## src/rtl/nes_cpu_pkg.sv

```systemverilog
`default_nettype none
// ============================================================================
// Module : nes_cpu_pkg
// Brief  : Shared types and constants for the PC vector sequencer.
// Rev    : 1.0 - initial release
// ============================================================================
package nes_cpu_pkg;

    localparam int MEM_ADDR_SIZE = 16;

    localparam logic [MEM_ADDR_SIZE-1:0] VEC_NMI_ADDR = 16'hFFFA;
    localparam logic [MEM_ADDR_SIZE-1:0] VEC_RST_ADDR = 16'hFFFC;
    localparam logic [MEM_ADDR_SIZE-1:0] VEC_IRQ_ADDR = 16'hFFFE;

    typedef enum logic [1:0] {
        VK_RST = 2'd0,
        VK_NMI = 2'd1,
        VK_IRQ = 2'd2,
        VK_BRK = 2'd3
    } vec_kind_e;

    typedef enum logic [1:0] {
        ST_IDLE     = 2'd0,
        ST_FETCH_LO = 2'd1,
        ST_FETCH_HI = 2'd2,
        ST_LOAD     = 2'd3
    } pc_seq_state_e;

endpackage
`default_nettype wire

```

## src/rtl/pc_seq_edge_det.sv

```systemverilog
`default_nettype none
// ============================================================================
// Module : pc_seq_edge_det
// Brief  : Rising-edge latch; pending flag sets on 0->1 and clears on request.
// Rev    : 1.0 - initial release
// ============================================================================
module pc_seq_edge_det (
    input  logic clk_i,
    input  logic rst_i,
    input  logic sig_i,
    input  logic clr_i,
    output logic pend_o
);

    logic sig_q;
    logic pend_q;

    // A fresh edge beats a clear in the same cycle so that event is not lost.
    always_ff @(posedge clk_i) begin
        if (rst_i) begin
            sig_q  <= 1'b0;
            pend_q <= 1'b0;
        end else begin
            sig_q <= sig_i;
            if (sig_i && !sig_q) begin
                pend_q <= 1'b1;
            end else if (clr_i) begin
                pend_q <= 1'b0;
            end
        end
    end

    assign pend_o = pend_q;

endmodule
`default_nettype wire

```

## src/rtl/pc_vector_seq.sv

```systemverilog
`default_nettype none
// ============================================================================
// Module : pc_vector_seq
// Brief  : Sequences PC loads: registered branch redirects and 2-byte
//          RESET/NMI/IRQ/BRK vector fetches. Define PC_VEC_SEQ_IRQ_EN to
//          enable the IRQ path.
// Rev    : 1.0 - initial release
// ============================================================================
module pc_vector_seq
    import nes_cpu_pkg::*;
#(
    parameter logic [MEM_ADDR_SIZE-1:0] VEC_NMI = VEC_NMI_ADDR,
    parameter logic [MEM_ADDR_SIZE-1:0] VEC_RST = VEC_RST_ADDR,
    parameter logic [MEM_ADDR_SIZE-1:0] VEC_IRQ = VEC_IRQ_ADDR
) (
    input  logic                     clk_i,
    input  logic                     rst_i,
    input  logic                     boundary_i,
    input  logic                     nmi_i,
    input  logic                     irq_i,
    input  logic                     irq_mask_i,
    input  logic                     brk_i,
    input  logic                     branch_req_i,
    input  logic [MEM_ADDR_SIZE-1:0] branch_pc_i,
    output logic                     mem_req_o,
    output logic [MEM_ADDR_SIZE-1:0] mem_addr_o,
    input  logic [7:0]               mem_rdata_i,
    input  logic                     mem_valid_i,
    output logic                     pc_load_o,
    output logic [MEM_ADDR_SIZE-1:0] pc_new_o,
    output logic                     busy_o,
    output logic [1:0]               vec_kind_o
);

    pc_seq_state_e            state_q, state_d;
    vec_kind_e                kind_q, kind_d;
    logic [7:0]               lo_q, lo_d;
    logic                     pc_load_q, pc_load_d;
    logic [MEM_ADDR_SIZE-1:0] pc_new_q, pc_new_d;

    logic                     w_nmi_pend;
    logic                     w_nmi_clr;
    logic                     w_irq_take;
    logic                     w_mem_req;
    logic                     w_hi_sel;
    logic [MEM_ADDR_SIZE-1:0] w_vec_base;

`ifdef PC_VEC_SEQ_IRQ_EN
    assign w_irq_take = irq_i & ~irq_mask_i;
`else
    logic w_unused_irq;
    assign w_unused_irq = irq_i | irq_mask_i;
    assign w_irq_take   = 1'b0;
`endif

    pc_seq_edge_det u_nmi_edge (
        .clk_i  (clk_i),
        .rst_i  (rst_i),
        .sig_i  (nmi_i),
        .clr_i  (w_nmi_clr),
        .pend_o (w_nmi_pend)
    );

    always_comb begin
        w_vec_base = VEC_IRQ;
        case (kind_q)
            VK_RST:  w_vec_base = VEC_RST;
            VK_NMI:  w_vec_base = VEC_NMI;
            default: w_vec_base = VEC_IRQ;
        endcase
    end

    always_comb begin
        state_d   = state_q;
        kind_d    = kind_q;
        lo_d      = lo_q;
        pc_load_d = 1'b0;
        pc_new_d  = pc_new_q;
        w_nmi_clr = 1'b0;
        w_mem_req = 1'b0;
        w_hi_sel  = 1'b0;
        case (state_q)
            ST_IDLE: begin
                // An event at a boundary always wins over a same-cycle branch.
                if (boundary_i && (w_nmi_pend || brk_i || w_irq_take)) begin
                    state_d = ST_FETCH_LO;
                    if (w_nmi_pend) begin
                        kind_d    = VK_NMI;
                        w_nmi_clr = 1'b1;
                    end else if (brk_i) begin
                        kind_d = VK_BRK;
                    end else begin
                        kind_d = VK_IRQ;
                    end
                end else if (branch_req_i) begin
                    pc_load_d = 1'b1;
                    pc_new_d  = branch_pc_i;
                end
            end
            ST_FETCH_LO: begin
                w_mem_req = 1'b1;
                if (mem_valid_i) begin
                    lo_d    = mem_rdata_i;
                    state_d = ST_FETCH_HI;
                end
            end
            ST_FETCH_HI: begin
                w_mem_req = 1'b1;
                w_hi_sel  = 1'b1;
                if (mem_valid_i) begin
                    pc_load_d = 1'b1;
                    pc_new_d  = {mem_rdata_i, lo_q};
                    state_d   = ST_LOAD;
                end
            end
            ST_LOAD: begin
                state_d = ST_IDLE;
            end
            default: begin
                state_d = ST_IDLE;
            end
        endcase
    end

    always_ff @(posedge clk_i) begin
        if (rst_i) begin
            state_q   <= ST_FETCH_LO;
            kind_q    <= VK_RST;
            lo_q      <= 8'h00;
            pc_load_q <= 1'b0;
            pc_new_q  <= '0;
        end else begin
            state_q   <= state_d;
            kind_q    <= kind_d;
            lo_q      <= lo_d;
            pc_load_q <= pc_load_d;
            pc_new_q  <= pc_new_d;
        end
    end

    // The request is held off while reset is asserted so the reset cycle is quiet.
    assign mem_req_o  = w_mem_req & ~rst_i;
    assign mem_addr_o = w_hi_sel ? (w_vec_base + {{(MEM_ADDR_SIZE-1){1'b0}}, 1'b1}) : w_vec_base;
    assign pc_load_o  = pc_load_q;
    assign pc_new_o   = pc_new_q;
    assign busy_o     = (state_q != ST_IDLE);
    assign vec_kind_o = kind_q;

endmodule
`default_nettype wire

```

## config.mk

```make
export PLATFORM = sky130hd
export DESIGN_NAME = pc_vector_seq
export DESIGN_NICKNAME = d
export VERILOG_FILES = /design/src/rtl/nes_cpu_pkg.sv /design/src/rtl/pc_seq_edge_det.sv /design/src/rtl/pc_vector_seq.sv
export SDC_FILE = /design/constraint.sdc
export NUM_CORES = 1
export LEC_CHECK = 0
export BUFFER_PORTS_ARGS = -buffer_cell sky130_fd_sc_hd__clkbuf_2
export CAP_MARGIN = 0
export CORE_UTILIZATION = 30
export CTS_CLUSTER_SIZE = 10
export DETAILED_ROUTE_END_ITERATION = 8
export GPL_ROUTABILITY_DRIVEN = 0
export PLACE_DENSITY = 0.59
export SLEW_MARGIN = 10
export SYNTH_ARGS = -nofsm -noshare
export SYNTH_HDL_FRONTEND = slang
export SYNTH_HIERARCHICAL = 1
export SYNTH_SLANG_ARGS = --single-unit
```

## constraint.sdc

```tcl
create_clock -name clk_i -period 2.3 [get_ports clk_i]
set_input_delay 0.46 -clock clk_i [delete_from_list [all_inputs] [get_ports clk_i]]
set_output_delay 0.46 -clock clk_i [all_outputs]
set_load 0.03 [all_outputs]
```

* Yosys cells after proc, flatten, opt, wreduce, memory -nomap -nowiden *
Index checks and enable logic that the tools add are counted.

storage, ports and cells
  output and inout port bits = 37
  register bits after elaboration = 31
  logic and storage cells = 56

cells by class
  reduce and logical (&&, ||, !) cells = 14
  equality and inequality tests = 9
  $add $sub $neg = 1
  bitwise gates (word level) = 2
  multiplexer cells = 23

operator list
  kind                   count
  $mux 16                4
  $pmux 16 s2            1
  $add 16x1->16 const B  1
  $mux 1                 11
  $ne 2x2->1 const B     5
  $mux 2                 4
  $pmux 2 s4             1
  $pmux 3 s2             1
  $reduce_bool 2->1      3
  $eq 2x1->1 const B     2
  $eq 2x2->1 const B     2
  $logic_not 2->1        2
  $reduce_and 2->1       2
  $reduce_and 4->1       1
  $reduce_and 3->1       1
  $logic_and 1x1->1      2
  $pmux 1 s2             1
  $reduce_or 2->1        1
  $and 1x1->1            1
  $logic_not 1->1        1
  $logic_or 1x1->1       1
  $not 1->1              1

* Logic depth before layout (Yosys ltp) *
  depth after elaboration = 6
  mapped depth = 9
  gate-level depth less buffers = 5

* By module *
Netlist, hierarchy kept.

modules (own cells, without submodules)
  module           times used  area each (um^2)  seq. area each (um^2)  cells an instance
  pc_vector_seq    1           1515.2            580.6                  160
  pc_seq_edge_det  1           67.6              40.0                   6

* Worst setup path before layout *
OpenSTA, ideal clock, no wires.

  path kind = reg-to-reg
  start = register state_q[0]
  end = register pc_new_q[10] (netlist: pc_new_o[10])
  stages on the path, launching flop included = 9
  arrival time = 1.592 ns
  data required time = 2.219 ns
  setup slack = 0.628 ns
  cells stage by stage = dfxtp_1 > inv_1 > ha_1 > buf_6 > mux2_4 > and3_1 > buf_6 > buf_8 > a211oi_2

on the way
  cells in the longest elaborated chain, start to end = 3

ends and longest elaborated chain
  element                                                           RTL line              text
  start: declaration                                                pc_vector_seq.sv:35   pc_seq_state_e state_q, state_d;
  start signal: assignment                                          pc_vector_seq.sv:133  state_q <= state_d;
  $eq 2x2->1 / $logic_not 2->1 (equally long branches)              pc_vector_seq.sv:82   case (state_q)
  $ne 2x2->1 (no line) / $reduce_bool 2->1 (equally long branches)  --
  $reduce_and 4->1 (no line)                                        --
  end signal: assignment                                            pc_vector_seq.sv:137  pc_new_q <= pc_new_d;
  end: declaration                                                  pc_vector_seq.sv:39   logic [MEM_ADDR_SIZE-1:0] pc_new_q, pc_new_d;

Parallel ways exist; a longest one is shown, timed or not.
A chain may end at the register's enable or synchronous reset.

* Final worst setup path *
  start = register state_q[1]
  end = register pc_new_q[15] (netlist: pc_new_o[15])

Same word-level chain as after synthesis.

==> flow_metrics.env <==
export IMPL_end_kind="flip-flop"
export IMPL_status="complete, no violations"
export IMPL_cts_htree_levels=2
export IMPL_power_density_nw_per_um2=1370
export IMPL_track_usage_pct=14.1
export IMPL_fin_hold_ws_ps=418
export IMPL_place_hpwl_um=2600
export IMPL_drtAntennaViolNets=0
export IMPL_drv_slew=0
export IMPL_first_pass_iters=4
export IMPL_drive_above_1_share_pct=37.6
export IMPL_met3_usage_pct=4.55
export IMPL_final_min_clock_period_ps=1970
export IMPL_setup_viol_count_final=0
export IMPL_drt_iter0_drc=51
export IMPL_diodes=0
export IMPL_postCtsResizedCells=0
export IMPL_critPathLaunchType="flip-flop"
export IMPL_syn_area_um2=1580
export IMPL_num_rows=26
export IMPL_ys_dominant_reg_cell="dfxtp_1"
export IMPL_synth_commonest_cells="dfxtp_1, a31oi_1, mux2i_1, buf_4, nand2_1"
export IMPL_clk_latency_ps=280
export IMPL_critPathMaxFanout=16
export IMPL_vdd_ir_drop_max_mv=0.669
export IMPL_syn_to_final_growth_pct=22.8
export IMPL_hp_class="in2reg"
export IMPL_yosysSeqAreaShare_pct=39.2
export IMPL_cts_root_buf="clkbuf_8"
export IMPL_ios=70
export IMPL_die_area_um2=5570
export IMPL_grt_max_degree=33
export IMPL_fin_skew_ps=9.32
export IMPL_grt_pass1_vias=1183
export IMPL_dieWidth_um=74.6
export IMPL_syn_instance_count=166
export IMPL_grt_util_met2_pct=20.4
export IMPL_clk_pin_slew_ps=70
export IMPL_cts_setup_buffers=0
export IMPL_synth_async_reset_ratio_pct=0
export IMPL_n_fill_cell=536
export IMPL_crit_slowest_cell="and3_1"
export IMPL_wl_um=3800
export IMPL_cts_hold_buf=0
export IMPL_synth_enable_flop_cells=0
export IMPL_yosys_area_top_type_share_pct=39.2
export IMPL_viasPerCell=4.67
export IMPL_rsz0062_at_grt="false"
export IMPL_fmax_mhz=508
export IMPL_slew_headroom_pct=42.0
export IMPL_start_util_pct=31.0
export IMPL_cp_cell_sequence="inv_1, ha_1, mux2_4, and3_1, a211oi_1"
export IMPL_syn_area_per_cell_um2=9.53
export IMPL_synth_cell_types=30
export IMPL_grt_overflow_total=0
export IMPL_max_slew_worst_pin_slew_ps=870
export IMPL_yosys_warnings=6
export IMPL_clock_sinks=31
export IMPL_fp_coreArea_um2=5110
export IMPL_vias=1346
export IMPL_io_buffer_count=54
export IMPL_wl_per_cell_um=13.2
export IMPL_p_leak_uw=0.000822
export IMPL_nNetsFinal=253
export IMPL_max_stage_delay_ps=720
export IMPL_cts_buffers=5
export IMPL_synth_top_cell_by_area="dfxtp_1"
export IMPL_antenna_found_initial=0
export IMPL_maxCapViolations=0
export IMPL_die_h_um=74.6
export IMPL_cts_buffer_depth=2
export IMPL_cts_tree="built"
export IMPL_crit_required_ps=2420
export IMPL_ys_ff_latch=31
export IMPL_finalHoldViolations=0
export IMPL_grt_pass1_wl_um=5880
export IMPL_drc=0
export IMPL_post_route_period_util_pct=85.6
export IMPL_use_met1_pct=19.8
export IMPL_crit_type="reg2reg"
export IMPL_worstPathArrival_ps=2090
export IMPL_grt_busiest_layer="met2"
export IMPL_synth_area_leaders="dfxtp_1, mux2i_1, a211oi_2"
export IMPL_synth_most_common_cell="dfxtp_1"
export IMPL_tns_ps=0
## layer usage
metal  vias up  wire (um)  share of wire [%]
met1       630       1940                 51
met4         0         38                1.0
li1        671          -                  -
met3         5        245                6.5
met5         -          0                  0
met2        40       1570                 41
## power breakdown
| group | internal, uW | switching, uW | leakage, uW |
|---|---|---|---|
| Combinational | 465 | 900 | 0.000517 |
| Clock | 272 | 209 | 0.0000505 |
| Sequential | 716 | 93.4 | 0.000255 |
## worst max-delay path: cells and delay by family (launching register included)
| family | cells | cell delay (ps) |
|---|---|---|
| muxes | 1 | 210 |
| AOI/OAI and AO/OA | 1 | 160 |
| buffers and inverters | 1 | 90 |
| and+or+nand+nor | 1 | 720 |
| adders and majority gates | 1 | 320 |
| DFF | 1 | 310 |
## final timing paths
check	start	to	slack [ps]	cells after the start
setup / recovery	state_q[1]	pc_new_o[15]	330	5
setup reg to reg	state_q[1]	pc_new_o[15]	330	5
hold reg to reg	lo_q[0]	lo_q[0]	460	2
hold / removal	nmi_i	u_nmi_edge/sig_q	420	2
## cells by family (layout without fill, tap and decap cells)
logic type	after synthesis	in the layout	share of synthesized area, %
AO/OA/AOI/OAI	49	49	24.0
adder cells (fa/ha/maj)	3	3	2.37
buffers and inverters	34	74	13.4
flip-flops	31	31	39.2
multiplexers	18	18	11.8
other	1	13	0.237
AND/OR/NAND/NOR	30	30	8.93
## stage by stage
| stage | cell area, um2 | worst slack, ps | total power (uW) | std cells | util [%] |
|---|---|---|---|---|---|
| after CTS | 1940 | 340 | 2680 | 288 | 38.1 |
| final | 1940 | 331 | 2660 | 288 | 38.1 |
| after global placement | 1840 | 382 | 2180 | 280 | 36.0 |
| after floorplan | 1630 | 628 | 1930 | 178 | - |
| after detailed placement | 1840 | 356 | 2190 | 280 | 36.0 |
| after global routing | 1940 | 199 | 2840 | 288 | 38.1 |
## registers in the layout, summed over array words and instances, names as in the netlist
name and flops:
lo_q 8, pc_load_o 1, pc_new_o 16, state_q 2, u_nmi_edge/pend_o 1, u_nmi_edge/sig_q 1
vec_kind_o 2
## final cells by class
class / instances / area, um2 / area share [%]
inverters: 6 / 22.5 / 1.16
clock buffers: 7 / 96.3 / 4.95
repair buffers: 60 / 315 / 16.2
flip-flops and latches: 31 / 621 / 31.9
well taps: 70 / 87.6 / 4.50
multi-input cells: 113 / 795 / 40.9
clock inverters: 1 / 7.51 / 0.386
## cell usage in the layout (no fill, tap or decap), drive strengths merged
cell,synthesis,layout
o31a,1,1
nor2b,2,2
nor2,3,3
mux2i,16,16
o211ai,1,1
a32oi,1,1
conb,1,13
nand2,11,11
ha,3,3
a21oi,10,10
dfxtp,31,31
clkbuf,5,61
inv,6,6
buf,23,6
a211oi,17,17
nand2b,3,3
a31oi,16,16
o21ai,2,2
mux2,2,2
nand3,8,8
and3,2,2
nor3,1,1
clkinvlp,0,1
a2bb2oi,1,1
Note: power is estimated with default switching activity, not from simulation.
